==> src/rtl/edge_pkg.sv <==
// Shared types and helpers for the multi-channel edge detector.
package edge_pkg;

  typedef enum logic [1:0] {
    EDGE_RISE = 2'b00,
    EDGE_FALL = 2'b01,
    EDGE_BOTH = 2'b10,
    EDGE_OFF  = 2'b11
  } edge_mode_t;

  // Debounce counter width; a single-cycle filter still needs one bit.
  function automatic int cnt_width(int cycles);
    int w;
    w = $clog2(cycles);
    return (w < 1) ? 1 : w;
  endfunction

endpackage

==> src/rtl/edge_chan.sv <==
// One channel: synchroniser chain, consecutive-sample debounce filter and
// registered one-clock rise/fall/mode-selected edge pulses.
module edge_chan
  import edge_pkg::*;
#(
  parameter int   SYNC_STAGES     = 2,
  parameter int   DEBOUNCE_CYCLES = 4,
  parameter logic RESET_LEVEL     = 1'b1
) (
  input  logic       clk,
  input  logic       rst_n,
  input  logic       sig_i,
  input  logic [1:0] mode_i,
  output logic       stable_o,
  output logic       rise_o,
  output logic       fall_o,
  output logic       edge_o
);

  localparam int            CW       = cnt_width(DEBOUNCE_CYCLES);
  localparam logic [CW-1:0] CNT_LAST = CW'(DEBOUNCE_CYCLES - 1);

  logic [SYNC_STAGES-1:0] sync_q, sync_d;
  logic [CW-1:0]          cnt_q, cnt_d;
  logic                   stable_q, stable_d;
  logic                   rise_q, rise_d;
  logic                   fall_q, fall_d;
  logic                   edge_q, edge_d;
  logic                   sync_out;

  assign sync_out = sync_q[SYNC_STAGES-1];

  always_comb begin
    sync_d   = {sync_q[SYNC_STAGES-2:0], sig_i};
    cnt_d    = cnt_q;
    stable_d = stable_q;
    rise_d   = 1'b0;
    fall_d   = 1'b0;
    edge_d   = 1'b0;
    if (sync_out == stable_q) begin
      cnt_d = '0;
    end else if (cnt_q < CNT_LAST) begin
      cnt_d = cnt_q + CW'(1);
    end else begin
      // Enough consecutive differing samples: accept the new level.
      cnt_d    = '0;
      stable_d = sync_out;
      rise_d   = sync_out;
      fall_d   = ~sync_out;
      case (edge_mode_t'(mode_i))
        EDGE_RISE: edge_d = sync_out;
        EDGE_FALL: edge_d = ~sync_out;
        EDGE_BOTH: edge_d = 1'b1;
        default:   edge_d = 1'b0;
      endcase
    end
  end

  always_ff @(posedge clk or negedge rst_n) begin
    if (!rst_n) begin
      sync_q   <= {SYNC_STAGES{RESET_LEVEL}};
      cnt_q    <= '0;
      stable_q <= RESET_LEVEL;
      rise_q   <= 1'b0;
      fall_q   <= 1'b0;
      edge_q   <= 1'b0;
    end else begin
      sync_q   <= sync_d;
      cnt_q    <= cnt_d;
      stable_q <= stable_d;
      rise_q   <= rise_d;
      fall_q   <= fall_d;
      edge_q   <= edge_d;
    end
  end

  assign stable_o = stable_q;
  assign rise_o   = rise_q;
  assign fall_o   = fall_q;
  assign edge_o   = edge_q;

endmodule

==> src/rtl/multi_edge_detect.sv <==
// Multi-channel debounced edge detector: one independent edge_chan per input
// pin plus a combined any_edge flag.
module multi_edge_detect #(
  parameter int   NUM_CH          = 4,
  parameter int   SYNC_STAGES     = 2,
  parameter int   DEBOUNCE_CYCLES = 4,
  parameter logic RESET_LEVEL     = 1'b1
) (
  input  logic              clk,
  input  logic              rst_n,
  input  logic [NUM_CH-1:0] sig,
  input  logic [1:0]        mode,
  output logic [NUM_CH-1:0] sig_stable,
  output logic [NUM_CH-1:0] sig_rise,
  output logic [NUM_CH-1:0] sig_fall,
  output logic [NUM_CH-1:0] sig_edge,
  output logic              any_edge
);

  for (genvar i = 0; i < NUM_CH; i++) begin : g_ch
    edge_chan #(
      .SYNC_STAGES    (SYNC_STAGES),
      .DEBOUNCE_CYCLES(DEBOUNCE_CYCLES),
      .RESET_LEVEL    (RESET_LEVEL)
    ) u_chan (
      .clk     (clk),
      .rst_n   (rst_n),
      .sig_i   (sig[i]),
      .mode_i  (mode),
      .stable_o(sig_stable[i]),
      .rise_o  (sig_rise[i]),
      .fall_o  (sig_fall[i]),
      .edge_o  (sig_edge[i])
    );
  end

  // Purely an OR of registered pulses, so it is glitch-free in practice.
  assign any_edge = |sig_edge;

endmodule
==> config.mk <==
export PLATFORM = sky130hd
export DESIGN_NAME = multi_edge_detect
export DESIGN_NICKNAME = d
export VERILOG_FILES = /design/src/rtl/edge_pkg.sv /design/src/rtl/edge_chan.sv /design/src/rtl/multi_edge_detect.sv
export SDC_FILE = /design/constraint.sdc
export NUM_CORES = 1
export LEC_CHECK = 0
export ABC_AREA = 1
export CORE_MARGIN = 10
export CORE_UTILIZATION = 30
export CTS_CLUSTER_SIZE = 24
export DETAILED_ROUTE_END_ITERATION = 10
export SYNTH_ARGS = -nofsm -noshare
export SYNTH_HDL_FRONTEND = slang
export SYNTH_HIERARCHICAL = 1
export SYNTH_SLANG_ARGS = --single-unit
==> constraint.sdc <==
create_clock -name clk -period 1.25 [get_ports clk]
set_input_delay 0.25 -clock clk [delete_from_list [all_inputs] [get_ports clk]]
set_output_delay 0.25 -clock clk [all_outputs]
set_load 0.1 [all_outputs]
==> impl_metrics.yaml <==
logic_synthesis:
  yosysTopAreaCell: "dfrtp_1"
  synth_top_family_by_area: "simple AND/OR/NAND/NOR gates"
  yosys-top-cells-count: "20 x dfrtp_1, 18 x nor2_1, 13 x nand2_1, 12 x dfstp_2, 8 x inv_1"
  ys_warn_count: 6
  yosysMostFrequentCell: "dfrtp_1"
  synth-compound-area-share_pct: 5.26
  ys_ff_latch: 32
  synth_flop_cell: "dfrtp_1"
  muxShareOfSynthArea_pct: 3.24
  synthAdderAreaFrac_pct: 4.04
  yosysSeqAreaShare_pct: 65.9
  syn-cell-area_um2: 1240
  synth_xor_xnor_area_share_pct: 0
  synth_nets: 115
  synth-simple-area-share_pct: 17.9
  synth_area_leaders: "dfrtp_1 40%, dfstp_2 25%, nor2_1 5.5%"
  synth_cell_type_count: 13
  synth-edff-count: 0
  synthCells: 103
  avgSynthCellArea_um2: 12.0
  synthArstFlopShare_pct: 100
  synth_top_area_share_pct: 40.4
detailed_routing:
  vias_per_cell: 4.37
  vias: 843
  firstDrtPassIters: 4
  detail-route-antenna-nets: 0
  drt_iter0_markers: 67
  routed_wl_um: 2500
  wl_per_cell_um: 13.0
  drcViolationCount: 0
floorplanning:
  die-area_um2: 7090
  die_w_um: 84.2
  row_count: 23
  ios: 25
  coreArea_um2: 4000
  die_h_um: 84.2
  start_util_pct: 30.9
layout:
  regArea_um2: 846
  nNetsFinal: 154
  multi_input_area_um2: 399
  syn2layout_area_growth_pct: 55.9
  diodes: 0
  fillerInstances: 335
  finish.utilization_pct: 48.2
  drive_above_1_share_pct: 49.0
setup_path:
  critical_path_required_ns: 1.00
  rrSetupSlack_ns: 0.10
  slowest_delay_ns: 0.49
  worstSetupPathType: "reg -> out"
  cp-end-kind: "output port"
  cp_cell_sequence: "nor2_4 -> nand2_4 -> buf_12"
  crit_fanout: 2
  slowest_stage: "dfrtp_4"
  arrival_ns: 1.13
  startpoint_type: "flip-flop"
cts:
  cts_sinks: 32
  cts_root_buf: "clkbuf_8"
  cts.clk_slew.worst_paths_ns: 0.06
  holdBufCountCts: 0
  clkLatencyLatePin_ns: 0.28
  cts_buffers: 5
  cts_tree: "yes"
  clockBufferDepth: 2
  cts_max_level: 2
sta:
  fin_crit_ns: 1.38
  setup_viol: 8
  hold_viol: 0
  maxSlewViolCount: 0
  slew_headroom_pct: 80.7
  rsz0062_at_grt: "yes"
  worst_slack_ns: -0.134
  min_period_over_period_pct: 111
  max_slew.worst_pin.slew_ns: 0.289
  fin_skew_ns: 0.00373
  fmax_mhz: 722
hold_path:
  hold_path.class: "in -> async"
place:
  hpwlAfterDp_um: 1890
  gp_congestion: 0.720
  io_buffers: 24
power:
  ir_drop_v: 0.00136
  power_leakage_nw: 0.873
  powerDensity_nw_per_um2: 2230
  power_mw: 4.30
global_route:
  grt_pass1_wl_um: 4360
  antenna_found_initial: 0
  gr-total-overflow: 0
  grt_pass1_vias: 967
  track_usage_pct: 7.55
  grt_max_degree: 33
run_status:
  violations: "setup timing"
  status: "finished with violations"
run:
  max-cap-violations: 0
## state kept, by name, indices dropped and copies added (netlist names)
register	count
g_ch.u_chan/stable_o	4
g_ch.u_chan/cnt_q	8
g_ch.u_chan/edge_o	4
g_ch.u_chan/sync_q	8
g_ch.u_chan/fall_o	4
g_ch.u_chan/rise_o	4
## through the flow
| stage | hold WS (ns) | setup WS (ns) | setup TNS, ns | std cells | area [um2] |
|---|---|---|---|---|---|
| global route | 0.348 | -0.173 | -0.896 | 193 | 1930 |
| finish | 0.328 | -0.134 | -0.657 | 193 | 1930 |
| global placement | 0.346 | 0.0687 | 0 | 180 | 1780 |
| CTS | 0.337 | -0.138 | -0.726 | 193 | 1930 |
| detailed placement | 0.349 | 0.0159 | 0 | 180 | 1780 |
| floorplan | -0.0456 | -0.0433 | -0.0433 | 103 | 1270 |
## per-layer routing
| metal | vias up | wire [um] | global-route usage (%) |
|---|---|---|---|
| li1 | 402 | - | - |
| met1 | 408 | 955 | 7.60 |
| met2 | 24 | 1280 | 12.2 |
| met3 | 9 | 211 | 3.86 |
| met4 | 0 | 60 | 4.72 |
| met5 | - | 0 | 0 |
## critical path: cells and delay by family, from the launching register on
kind	cells	cell delay, ns
buffers and inverters	1	0.16
and+or+nand+nor	2	0.20
DFF	1	0.49
## cell type report
cell class / instances / area share, %
multi-input cells: 59 / 20.7
clock buffers: 8 / 4.67
flip-flops and latches: 32 / 43.8
inverters: 12 / 2.33
repair buffers: 32 / 25.2
well taps: 50 / 3.24
## kinds of logic (layout without fill, tap and decap cells)
| family | after synthesis | in the layout |
|---|---|---|
| adder cells (fa/ha/maj) | 4 | 4 |
| buffers and inverters | 12 | 52 |
| AO/OA/AOI/OAI | 8 | 8 |
| flip-flops | 32 | 32 |
| AND/OR/NAND/NOR | 43 | 43 |
| multiplexers | 4 | 4 |
## report_power, final
group,total [mW],leakage (nW),internal [mW],switching (mW)
Clock,0.789,0.0455,0.448,0.341
Sequential,1.55,0.389,1.37,0.180
Combinational,1.97,0.439,0.737,1.23
Total,4.30,0.873,2.55,1.75
## path summary, 6_finish.rpt
check / from / end / depth (start not counted)
max reg2reg: g_ch[3].u_chan/stable_o / g_ch[3].u_chan/edge_o / 5
min reg2reg: g_ch[1].u_chan/sync_q[0] / g_ch[1].u_chan/sync_q[1] / 0
min: rst_n / g_ch[2].u_chan/rise_o / 2
max: g_ch[3].u_chan/edge_o / any_edge / 3
min in group clk: g_ch[1].u_chan/sync_q[0] / g_ch[1].u_chan/sync_q[1] / 0
max in group asynchronous: rst_n / g_ch[3].u_chan/sync_q[0] / 2
## layout by cell type (no fill, tap or decap), types with 6 or more instances in the layout
cell | Yosys | final
inv_1 | 8 | 8
dfrtp_1 | 20 | 16
nand2_1 | 13 | 12
dfstp_2 | 12 | 8
buf_12 | 0 | 18
buf_4 | 0 | 6
clkbuf_8 | 0 | 6
nor2_1 | 18 | 16
clkdlybuf4s50_1 | 0 | 7
## what timing repair did
action,4_1_cts,5_1_grt
setup buffers,5,0
setup endpoints to repair,7,8
gates resized for setup,5,0
endpoints found under the hold margin,0,0
pin swaps,2,1
Power figures use the tool's default switching activity.
